==> src/rtl/mux_32bit_pkg.sv <==
// Shared types and constants for the 32-bit word selector.
// Optional feature macro: MUX_32BIT_PARITY_EN (adds a registered even-parity bit).
package mux_32bit_pkg;

  localparam int WIDTH_DEFAULT = 32;

  typedef logic [31:0] word_t;

  // Value the registered copy takes while reset is asserted.
  localparam word_t WORD_ZERO = 32'h0;

endpackage : mux_32bit_pkg

==> src/rtl/mux_32bit_reg.sv <==
// Registered copy of the selected word, with asynchronous active-high reset.
// Optional feature macro: MUX_32BIT_PARITY_EN (adds par, the even parity of q).
// There is no handshake here: d is captured unconditionally on every rising clk edge.
module mux_32bit_reg
  import mux_32bit_pkg::*;
#(
  parameter int WIDTH = WIDTH_DEFAULT
) (
  input  logic             clk,
  input  logic             rst,
  input  logic [WIDTH-1:0] d,
  output logic [WIDTH-1:0] q
`ifdef MUX_32BIT_PARITY_EN
  ,
  output logic             par
`endif
);

  // Capture the selected word each cycle; reset clears it at once, independent of clk.
  always_ff @(posedge clk or posedge rst) begin
    if (rst) begin
      q <= WIDTH'(WORD_ZERO);
    end else begin
      q <= d;
    end
  end

`ifdef MUX_32BIT_PARITY_EN
  // Parity is computed from d so it lands in the same cycle as the word it describes.
  always_ff @(posedge clk or posedge rst) begin
    if (rst) begin
      par <= 1'b0;
    end else begin
      par <= ^d;
    end
  end
`endif

endmodule : mux_32bit_reg

==> src/rtl/mux_32bit.sv <==
// Two-input word selector for the single-cycle datapath.
// out is purely combinational; out_q is a one-cycle registered copy of out.
// Optional feature macro: MUX_32BIT_PARITY_EN (adds out_par = even parity of out_q).
// No valid/ready handshake: inputs are consumed continuously and out_q samples every edge.
module mux_32bit
  import mux_32bit_pkg::*;
#(
  parameter int WIDTH = WIDTH_DEFAULT
) (
  input  logic             clk,
  input  logic             rst,
  input  logic [WIDTH-1:0] inp1,
  input  logic [WIDTH-1:0] inp2,
  input  logic             select,
  output logic [WIDTH-1:0] out,
  output logic [WIDTH-1:0] out_q
`ifdef MUX_32BIT_PARITY_EN
  ,
  output logic             out_par
`endif
);

  // Continuous select; the ?: operator gives a bitwise merge when select is unknown in sim.
  assign out = select ? inp2 : inp1;

  mux_32bit_reg #(
    .WIDTH(WIDTH)
  ) u_reg (
    .clk (clk),
    .rst (rst),
    .d   (out),
    .q   (out_q)
`ifdef MUX_32BIT_PARITY_EN
    ,
    .par (out_par)
`endif
  );

endmodule : mux_32bit

==> config.mk <==
export PLATFORM = sky130hd
export DESIGN_NAME = mux_32bit
export DESIGN_NICKNAME = d
export VERILOG_FILES = /design/src/rtl/mux_32bit_pkg.sv /design/src/rtl/mux_32bit_reg.sv /design/src/rtl/mux_32bit.sv
export SDC_FILE = /design/constraint.sdc
export NUM_CORES = 1
export LEC_CHECK = 0
export CORE_MARGIN = 2
export CORE_UTILIZATION = 28
export CTS_BUF_LIST = sky130_fd_sc_hd__clkbuf_4
export DETAILED_ROUTE_END_ITERATION = 8
export GPL_ROUTABILITY_DRIVEN = 0
export PLACE_DENSITY = 0.79
export SLEW_MARGIN = 20
export SYNTH_ARGS = -nofsm -noshare
export SYNTH_HDL_FRONTEND = slang
export SYNTH_SLANG_ARGS = --single-unit
==> constraint.sdc <==
create_clock -name clk -period 1.3 [get_ports clk]
set_input_delay 0.39 -clock clk [delete_from_list [all_inputs] [get_ports clk]]
set_output_delay 0.39 -clock clk [all_outputs]
set_load 0.005 [all_outputs]
==> key figures <==
Setup path
  – Slowest CP cell: mux2_4
  – CP max stage delay: 0.30 ns
  – Crit path DAT: 1.20 ns
  – Critical Path RT: 0.91 ns
  – Max FO, Critical Path: 5
  – CP Capture Type: primary output
  – Critical path class: in -> out
  – CP dominant cell by count: buf_12
  – CP startpoint kind: input port
  – Crit-path cells: buf_12 > buf_12 > buf_8 > mux2_4 > buf_6

Route
  – Vias: 1224
  – DRC viols: 0
  – Post-route ant nets: 0
  – DR iter-0 viols: 14
  – WL/cell: 15.3 µm
  – Detailed Route WL: 4.47 mm
  – Vias per cell: 4.19
  – DRT Pass-1 Iters: 3

Layout
  – Max reg flops: 32
  – Area Growth Syn to Fin: 121%
  – Multi-input logic area: 480 µm²
  – Fin cells: 292
  – Nets: 305
  – Reg area: 801 µm²
  – Largest regs: u_reg.q (32)
  – FILL cells: 381
  – Share of layout cells above drive strength 1: 58.8%
  – Antenna diode count: 0
  – Largest Register: u_reg.q

Clocking
  – CTS buffer count: 5
  – Clock buffer depth: 2
  – Clk root buf: clkbuf_4
  – Hold Buf Count CTS: 0
  – H-tree levels: 2
  – Clock sink count: 32
  – CTS tree: done
  – Clk slew on worst S/H paths: 0.10 ns

STA
  – Fin crit share: 122%
  – Worst setup margin: -0.289 ns
  – Fmax: 629 MHz
  – Unrepaired setup endpoints after global routing: true
  – Final slew viol count: 0
  – Final worst path period need: 1.59 ns
  – WHS: 0.324 ns
  – Slew HR: 83.1%
  – Slew at the pin with the worst max-slew slack: 0.253 ns
  – Final-report hold violation count: 0
  – Final setup fails: 32

Power and ir drop
  – P per Cell Area: 817 mW/mm²
  – Logic pwr share: 32.7%
  – Seq pwr share: 44.6%
  – Pint: 0.00184 W
  – P_sw: 0.000594 W
  – Peak supply drop: 0.524 mV
  – Clock share of power: 22.7%
  – Power Total: 0.00243 W
  – Switching share of power: 24.4%
  – Leak Pwr: 1.63 nW

Yosys
  – Post-Synthesis Cells: 69
  – Synth Warn #: 0
  – Post-Syn Area: 0.00135 mm²
  – Most common cell in the netlist: dfrtp_1
  – Synth area leaders: dfrtp_1 (59%), mux2_4 (33%), buf_12 (4.5%), mux2_2 (1.7%), buf_6 (0.83%)
  – Synth top cells by count: dfrtp_1 (32), mux2_4 (30), buf_12 (3), mux2_2 (2)
  – Post-Syn Nets: 136
  – Post-synth top area cell: dfrtp_1
  – Flops & latches, synth: 32
  – Ys flop type: dfrtp_1
  – Syn avg cell area: 19.5 µm²
  – Asr flop ratio synth: 100%
  – Post-synthesis sequential area ratio: 59.4%
  – Area share of the largest cell type after synthesis: 59.4%
  – Number of synthesized flops with an enable pin: 0
  – Post-synthesis cell type count: 6

Global route
  – Via count of the first global-routing pass: 1279
  – Grt met1 use: 17.2%
  – First-pass GRT wire length: 6.47 mm
  – Largest net degree at the start of global routing: 19
  – M2 GR Usage: 30.6%
  – GRT overflow: 0
  – Overall routing resource usage: 16.2%
  – Gr busiest metal: met2
  – Initial antenna violation count: 0
  – Met3 Use GR: 3.43%

Outcome
  – Status: complete, but fails checks
  – Violated checks: setup timing

Floorplan
  – Die area: 0.00539 mm²
  – Core Rows: 25
  – Ports: 131
  – Die W: 73.4 µm
  – Initial Utilization: 28.7%
  – Core area: 0.00469 mm²
  – Die height: 73.4 µm

Placed design
  – Port Buffers: 130
  – Hpwl dp: 3.19 mm
  – Post-place setup slack: -0.636 ns
  – DP Cell Count: 257

Min path
  – Hold Startpoint: inp1[8]
  – WHS Path Cells: 2
  – WHS Endpoint: u_reg.q[8]
  – Hold Path Class: in -> reg

Run
  – Max Cap Viol: 0
-- power groups by stage --
stage	Clock (W)	Sequential, W	Combinational, W
2_1_floorplan	0	0.00112	0.000220
3_3_place_gp	0	0.00111	0.000758
3_5_place_dp	0	0.00111	0.000770
4_1_cts	0.000582	0.00109	0.000804
5_1_grt	0.000614	0.00109	0.000851
6_report	0.000552	0.00108	0.000797
-- cell families (layout without fill, tap and decap cells) --
| kind of cell | count (synthesis) | in the layout | share of synthesized area [%] |
|---|---|---|---|
| mux | 32 | 32 | 35.1 |
| flops | 32 | 32 | 59.4 |
| buf+inv | 5 | 174 | 5.57 |
-- worst max path at each step --
| stage | from | depth (start not counted) | slack, ns | to |
|---|---|---|---|---|
| CTS | select | 5 | -0.29 | out[12] |
| global route | select | 5 | -0.31 | out[12] |
| finish | select | 5 | -0.29 | out[21] |
| detailed placement | inp1[18] | 3 | -0.64 | out[18] |
| floorplan | select | 3 | -0.03 | out[0] |
| global placement | inp1[27] | 3 | -0.63 | out[27] |
-- worst max-delay path, delay by kind of cell --
kind / cells / cell delay [ns]
buffers and inverters: 4 / 0.51
muxes: 1 / 0.30
-- placed cells by master, fill, tap and decap left out --
master / count
dlygate4sd2_1: 36
clkinv_2: 1
buf_4: 19
dfrtp_1: 32
buf_12: 4
clkbuf_4: 6
dlymetal6s2s_1: 11
clkdlybuf4s50_1: 18
buf_8: 2
clkbuf_2: 3
mux2_4: 32
buf_6: 42
buf_2: 29
buf_16: 2
inv_1: 1
-- through the flow --
| stage | cell area, µm² | utilization, % | setup TNS (ns) |
|---|---|---|---|
| 3_5_place_dp | 2730 | 58.1 | -19.69 |
| 6_report | 2980 | 63.4 | -8.14 |
| 2_1_floorplan | 1360 | - | -0.964 |
| 3_3_place_gp | 2730 | 58.1 | -19.36 |
| 5_1_grt | 2980 | 63.4 | -8.62 |
| 4_1_cts | 2940 | 62.6 | -7.99 |
-- area by class of cell --
type | count | share of cell area, %
clock inverter | 1 | 0.168
sequential | 32 | 26.9
tap | 54 | 2.27
inverter | 1 | 0.126
timing repair buffer | 166 | 52.9
multi-input combinational | 32 | 16.1
clock buffer | 6 | 1.51
-- metal layers --
layer,vias up,routed length (µm)
met1,584,1560
met5,-,0
met3,5,280
li1,574,-
met2,61,2570
met4,0,64
-- timing repair --
action	4_1_cts	5_1_grt
endpoints found under the hold margin	0	0
endpoints found under the setup margin	64	35
setup buffers	24	2
gates cloned	2	0
gates resized for setup	334	17
No activity file was read; power rests on OpenSTA's default activity.
